`src/rtl/m_imem_loader.sv`:
```
// ============================================================================
// Module   : m_imem_loader
// Brief    : Boot loader filling instruction memory from a byte stream while
//            holding the processor in reset until a checksum-verified load.
// Revision : 1.0
// ============================================================================
`default_nettype none

module m_imem_loader #(
  parameter int ADDR_W    = 12,
  parameter int MAX_WORDS = 4096
) (
  input  logic              w_clk,
  input  logic              w_rst,
  input  logic              w_bvalid,
  input  logic [7:0]        w_bdata,
  output logic              r_bready,
  output logic [ADDR_W-1:0] r_maddr,
  output logic              r_mwe,
  output logic [31:0]       r_mdin,
  output logic              r_prst,
  output logic              r_done,
  output logic              r_err,
  output logic [ADDR_W:0]   r_wcnt
);

  typedef enum logic [2:0] {
    S_IDLE  = 3'd0,
    S_HDR0  = 3'd1,
    S_HDR1  = 3'd2,
    S_DATA  = 3'd3,
    S_WRITE = 3'd4,
    S_CSUM  = 3'd5,
    S_DONE  = 3'd6,
    S_ERR   = 3'd7
  } state_t;

  state_t      r_state;
  logic [1:0]  r_bidx;
  logic [7:0]  r_csum;
  logic [15:0] r_nwords;
  logic [23:0] r_word;

  logic            w_take;
  logic [15:0]     w_nhdr;
  logic [ADDR_W:0] w_wcnt_inc;

  assign w_take     = w_bvalid & r_bready;
  assign w_nhdr     = {w_bdata, r_nwords[7:0]};
  assign w_wcnt_inc = r_wcnt + 1'b1;

  always_ff @(posedge w_clk) begin
    if (w_rst) begin
      r_state  <= S_IDLE;
      r_bready <= 1'b0;
      r_maddr  <= '0;
      r_mwe    <= 1'b0;
      r_mdin   <= '0;
      r_prst   <= 1'b1;
      r_done   <= 1'b0;
      r_err    <= 1'b0;
      r_wcnt   <= '0;
      r_bidx   <= '0;
      r_csum   <= '0;
      r_nwords <= '0;
      r_word   <= '0;
    end else begin
      r_mwe <= 1'b0;
      case (r_state)
        S_IDLE: begin
          r_state  <= S_HDR0;
          r_bready <= 1'b1;
        end
        S_HDR0: if (w_take) begin
          r_nwords[7:0] <= w_bdata;
          r_csum        <= r_csum ^ w_bdata;
          r_state       <= S_HDR1;
        end
        S_HDR1: if (w_take) begin
          r_nwords[15:8] <= w_bdata;
          r_csum         <= r_csum ^ w_bdata;
          if (32'(w_nhdr) > MAX_WORDS) begin
            r_state  <= S_ERR;
            r_bready <= 1'b0;
            r_err    <= 1'b1;
          end else if (w_nhdr == '0) begin
            r_state <= S_CSUM;
          end else begin
            r_state <= S_DATA;
          end
        end
        S_DATA: if (w_take) begin
          r_csum <= r_csum ^ w_bdata;
          r_bidx <= r_bidx + 1'b1;
          if (r_bidx == 2'd3) begin
            // Bytes arrive LSB first, so the last byte lands on top.
            r_mdin   <= {w_bdata, r_word};
            r_maddr  <= r_wcnt[ADDR_W-1:0];
            r_mwe    <= 1'b1;
            r_bready <= 1'b0;
            r_state  <= S_WRITE;
          end else begin
            r_word <= {w_bdata, r_word[23:8]};
          end
        end
        S_WRITE: begin
          r_wcnt   <= w_wcnt_inc;
          r_bready <= 1'b1;
          if (32'(w_wcnt_inc) == 32'(r_nwords)) r_state <= S_CSUM;
          else                                   r_state <= S_DATA;
        end
        S_CSUM: if (w_take) begin
          r_bready <= 1'b0;
          if (w_bdata == r_csum) begin
            r_state <= S_DONE;
            r_done  <= 1'b1;
            r_prst  <= 1'b0;
          end else begin
            r_state <= S_ERR;
            r_err   <= 1'b1;
          end
        end
        S_DONE, S_ERR: r_bready <= 1'b0;
        default: begin
          r_state  <= S_ERR;
          r_bready <= 1'b0;
          r_err    <= 1'b1;
        end
      endcase
    end
  end

endmodule

`default_nettype wire

```
`config.mk`:
```
export PLATFORM = sky130hd
export DESIGN_NAME = m_imem_loader
export DESIGN_NICKNAME = d
export VERILOG_FILES = /design/src/rtl/m_imem_loader.sv
export SDC_FILE = /design/constraint.sdc
export NUM_CORES = 1
export LEC_CHECK = 0
export ABC_AREA = 1
export CORE_MARGIN = 2
export CORE_UTILIZATION = 30
export DETAILED_ROUTE_END_ITERATION = 6
export MAX_ROUTING_LAYER = met4
export PLACE_DENSITY = 0.61
export SLEW_MARGIN = 40
export SYNTH_ARGS = -nofsm -noshare
export SYNTH_HDL_FRONTEND = slang
export SYNTH_SLANG_ARGS = --single-unit
```
`constraint.sdc`:
```
create_clock -name w_clk -period 1.7 [get_ports w_clk]
set_input_delay 0.425 -clock w_clk [delete_from_list [all_inputs] [get_ports w_clk]]
set_output_delay 0.425 -clock w_clk [all_outputs]
set_load 0.02 [all_outputs]
```
==> results by stage <==
Run status:
- The run finished, with violations left.
- The final reports fail on setup timing.

Timing:
- Across all setup checks in the final design, the least slack found is -49.1 ps.
- The number of max-slew violations in the final report was 0.
- Clock skew on the completed layout was measured at 9.45 ps.
- The setup TNS is -96.4 ps.
- Setup violations remaining at the end of the flow were counted as 2.
- Headroom to the max-slew limit came out at 78.6%.
- The final clock period utilization by the worst path is 103%.
- Based on the critical path, the design can be clocked at up to ~570 MHz.
- Setup repair after global routing could not meet its margin everywhere.
- The worst hold-check slack is about 450 ps.
- The final critical delay including setup and external delays is 1750 ps.
- The number of failing hold endpoints at the final stage is 0.
- At the pin with the least slew margin, the transition time is 322 ps.

Detailed routing:
- The post-detailed-route count of antenna-violating nets is 0.
- The detailed-route DRC error count is 0.
- The detailed router's first-iteration violation count is about 250.
- The ratio of routed vias to standard cells is approximately 4.5.
- Summing over every cut layer, the via total after detailed routing is 4714.
- Before antenna repair, the detailed router went through 4 iterations.
- In the final routed layout, each cell accounts on average for between 10 and 15 um.
- The routed design has roughly 13000 um of wire.

Worst setup path:
- The worst register-to-register path has a depth of 14.
- The largest driver fanout on the critical path is 4.
- In this design, the stage delay of the slowest critical-path cell is approximately 360 ps.
- The signal on the critical path passes through ha_4 > nand3_4 > clkinvlp_4 > nand2_2 > nand2_2 > nand3_2 > nand2_1 > nor2_1 > nand2_1 > nor2_2 > nand3_1 > nand2_1 > nand2_1 > a21oi_2.
- The reg-to-reg setup timing slack is -50 ps.
- The worst setup path is launched from a flip-flop.
- The most numerous cell type found on the critical path is sky130_fd_sc_hd__nand2_1.
- Data arrives at the worst endpoint at approximately 2100 ps.
- The critical register-to-register path startpoint is r_wcnt[0]$_SDFFE_PP0P_.
- The worst-path cell with the longest stage delay is sky130_fd_sc_hd__dfxtp_4.
- The type of the worst setup path is flip-flop to flip-flop.
- In this run the critical register-to-register path is captured at r_state[2]$_SDFFE_PP0P_.
- The kind of capture point of the worst setup path is a flip-flop.
- For the worst setup path, the data required time is approximately 2100 ps.

Layout:
- The number of standard cells in the final layout excluding fillers is about 1000.
- The number of fill cells is ~1600.
- Once layout is done, the placed cells without fillers occupy between 6000 and 7000 um^2.
- The final net count is roughly 830.
- The area overhead of the layout relative to synthesis is 42.7%.
- The number of antenna diodes in the final layout is 0.
- The fraction of layout instances using a drive strength above 1 is 19.1%.

Global routing:
- The number of antenna violations at the first check in global routing came to 0.
- The sum of overflow across all layers after global routing is 0.
- The wire length of the first global-routing pass is 22400 um.
- The largest net degree at the start of global routing is between 60 and 70.
- The via count of the first global-routing pass is between 4000 and 5000.
- For this run, the total global-route usage over all layers was measured as roughly 17%.

Synth:
- In the synthesized netlist the dominant register cell turns out to be sky130_fd_sc_hd__dfxtp_1.
- The share of flip-flops with an asynchronous set or reset is 0%.
- The synthesized netlist net count is between 600 and 700.
- The yosys synthesis warning count is 0.
- The number of flops mapped to enable cells by yosys is 0.
- Synthesis produced a netlist whose cell count is roughly 670.
- The flip-flop and latch count after synthesis is roughly 120.
- The cell area after synthesis is 4890 um^2.
- The fraction of post-synthesis cell area in the top cell type by area is 47.1%.
- The library cell with the highest instance count after synthesis is sky130_fd_sc_hd__nor2_1.
- Counting instances in the post-synthesis netlist gives the leading cell types as 157 x sky130_fd_sc_hd__nor2_1, 115 x sky130_fd_sc_hd__dfxtp_1, 106 x sky130_fd_sc_hd__o21ai_0.
- The synthesized design spends more area on one cell type than any other, namely sky130_fd_sc_hd__dfxtp_1.
- For this run, the register share of the synthesized area comes to about 47%.
- In the post-synthesis netlist, the biggest area contributors are sky130_fd_sc_hd__dfxtp_1 47%, sky130_fd_sc_hd__nor2_1 12%, sky130_fd_sc_hd__o21ai_0 11%.
- The mean cell area of the mapped netlist is between 7 and 8 um^2.
- The number of distinct library cells after synthesis is 35.

Die:
- The effective utilization at floorplan is a little under a third.
- The placement row count is between 40 and 50.
- The die extent in y is between 100 and 150 um.
- After floorplanning, the core was sized to cover 15900 um^2.
- The die covers around 17000 um^2.
- The die width is ~130 um.
- Pin placement for this block handled 73 I/O pins.

Placed design:
- In this run the cell area measured after placement is around 6300 um^2.
- At the end of routability-driven placement, the weighted congestion stood at around 0.83.
- Timing analysis after detailed placement gives a worst setup slack of -359 ps.
- The cell count after placement is 1001.
- The count of buffers inserted at the top-level ports is slightly above 70.
- The placed wire-length estimate after detailed placement is 9310 um.

Hold path:
- The end point of the worst hold path is r_prst$_SDFFE_PP1P_.
- The number of cells on the worst hold path is 2.
- The min-delay analysis places its worst path in the category flip-flop to flip-flop.
- In this run the most critical hold path is launched from r_prst$_SDFFE_PP1P_.

Clock network:
- The number of clock buffers added by TritonCTS is 17.
- TritonCTS built the clock tree.
- In this run, post-CTS hold repair placed 0 buffers.
- The cell at the root of the clock tree is sky130_fd_sc_hd__clkbuf_16.
- Clock-pin slew was measured on the worst setup and hold paths at about 50 ps.
- The later pin in the worst-skew pair is clocked with a latency of 420 ps.
- The H-tree was split into 4 levels.
- The maximum number of buffers from clock root to sink is 2.
- For this design, the sink count on the clock tree is 115.

Power and ir drop:
- The maximum vdd ir drop is 0.000754 V.
- The analysis attributes to cell leakage a power of about 3.4 nW.
- Power spread over the standard cell area amounts to 1080 nW/um^2.

Flow run:
- Across the run, the number of max-cap violations was 0.
[timing repair]
item / 4_1_cts / 5_1_grt
endpoints found under the setup margin: 64 / 83
pin swaps: 7 / 7
resized for setup: 82 / 29
buffers inserted: 1 / 5
gates cloned: 1 / 0
[per-stage QoR]
stage          power (mW)  util (%)
6_report             7.50      43.9
5_1_grt              7.87      43.9
4_1_cts              7.55      43.3
3_5_place_dp         4.01      39.7
3_3_place_gp         4.02      39.7
2_1_floorplan        3.57         -
[power breakdown]
group,switching [mW],internal [mW]
logic,0.591,0.466
registers,0.0916,2.83
clock network,1.22,2.31
total,1.90,5.60
[cells by family after synthesis]
kind of cell	after synthesis	share of synthesized area, %
buffers and inverters	89	7.14
flip-flops	115	47.1
AND/OR/NAND/NOR	294	25.3
adder cells (fa/ha/maj)	5	1.28
XOR/XNOR	10	2.07
AO/OA/AOI/OAI	161	17.1
[metal layers]
layer / GRT usage, % / wire length [um]
met3: 4.24 / 656
met5: - / 0
met2: 25.9 / 6190
met4: 7.07 / 312
met1: 20.1 / 6110
[placed cells by master, fill, tap and decap left out, types with 5 or more instances in the layout]
cell type | netlist | layout
sky130_fd_sc_hd__inv_2 | 5 | 10
sky130_fd_sc_hd__dfxtp_2 | 0 | 6
sky130_fd_sc_hd__dfxtp_1 | 115 | 108
sky130_fd_sc_hd__xor2_1 | 9 | 9
sky130_fd_sc_hd__nor2_1 | 157 | 153
sky130_fd_sc_hd__inv_1 | 54 | 49
sky130_fd_sc_hd__nand3_1 | 30 | 26
sky130_fd_sc_hd__dlygate4sd2_1 | 0 | 56
sky130_fd_sc_hd__o21ai_0 | 106 | 103
sky130_fd_sc_hd__nand2_1 | 81 | 74
sky130_fd_sc_hd__clkbuf_16 | 0 | 17
sky130_fd_sc_hd__o211ai_1 | 5 | 5
sky130_fd_sc_hd__clkdlybuf4s50_1 | 0 | 10
sky130_fd_sc_hd__nand4_1 | 7 | 7
sky130_fd_sc_hd__a21oi_1 | 41 | 40
sky130_fd_sc_hd__buf_4 | 1 | 69
sky130_fd_sc_hd__nor2_4 | 5 | 6
sky130_fd_sc_hd__nor2_2 | 4 | 7
sky130_fd_sc_hd__nand2_2 | 2 | 9
[critical path, delay by kind of cell, from the launching register on]
kind | cells | cell delay, ps
simple gates | 11 | 890
fa+ha+maj | 1 | 170
compound gates | 1 | 100
buf+inv | 1 | 150
flops | 1 | 360
[how the worst max path moves through the flow]
stage,start,end,slack [ps],cells after the start
floorplan,r_wcnt[1]$_SDFFE_PP0P_,r_state[1]$_SDFFE_PP0P_,0.6,14
global placement,w_bdata[5],r_state[2]$_SDFFE_PP0P_,-340,10
detailed placement,w_bdata[5],r_state[2]$_SDFFE_PP0P_,-360,10
CTS,r_wcnt[0]$_SDFFE_PP0P_,r_state[2]$_SDFFE_PP0P_,-10,14
global route,r_wcnt[0]$_SDFFE_PP0P_,r_state[1]$_SDFFE_PP0P_,-200,15
finish,r_wcnt[0]$_SDFFE_PP0P_,r_state[2]$_SDFFE_PP0P_,-50,14
[state kept, by name, indices dropped and copies added (netlist names)]
signal    count
r_maddr      12
r_word       24
r_done        1
r_mwe         1
r_wcnt       13
r_nwords     16
r_prst        1
r_bidx        2
r_err         1
r_state       3
r_bready      1
r_csum        8
r_mdin       32
[area by class of cell]
cell class	instances	area, um^2	area share [%]
Multi-Input combinational cell	470	2320	33.3
Sequential cell	115	2310	33.2
Timing Repair Buffer	146	1240	17.8
Clock buffer	25	495	7.10
Tap cell	216	270	3.87
Inverter	60	229	3.28
Clock inverter	7	97.6	1.40
Timing Repair inverter	1	7.51	0.108
Note: power is estimated with default switching activity, not from simulation.
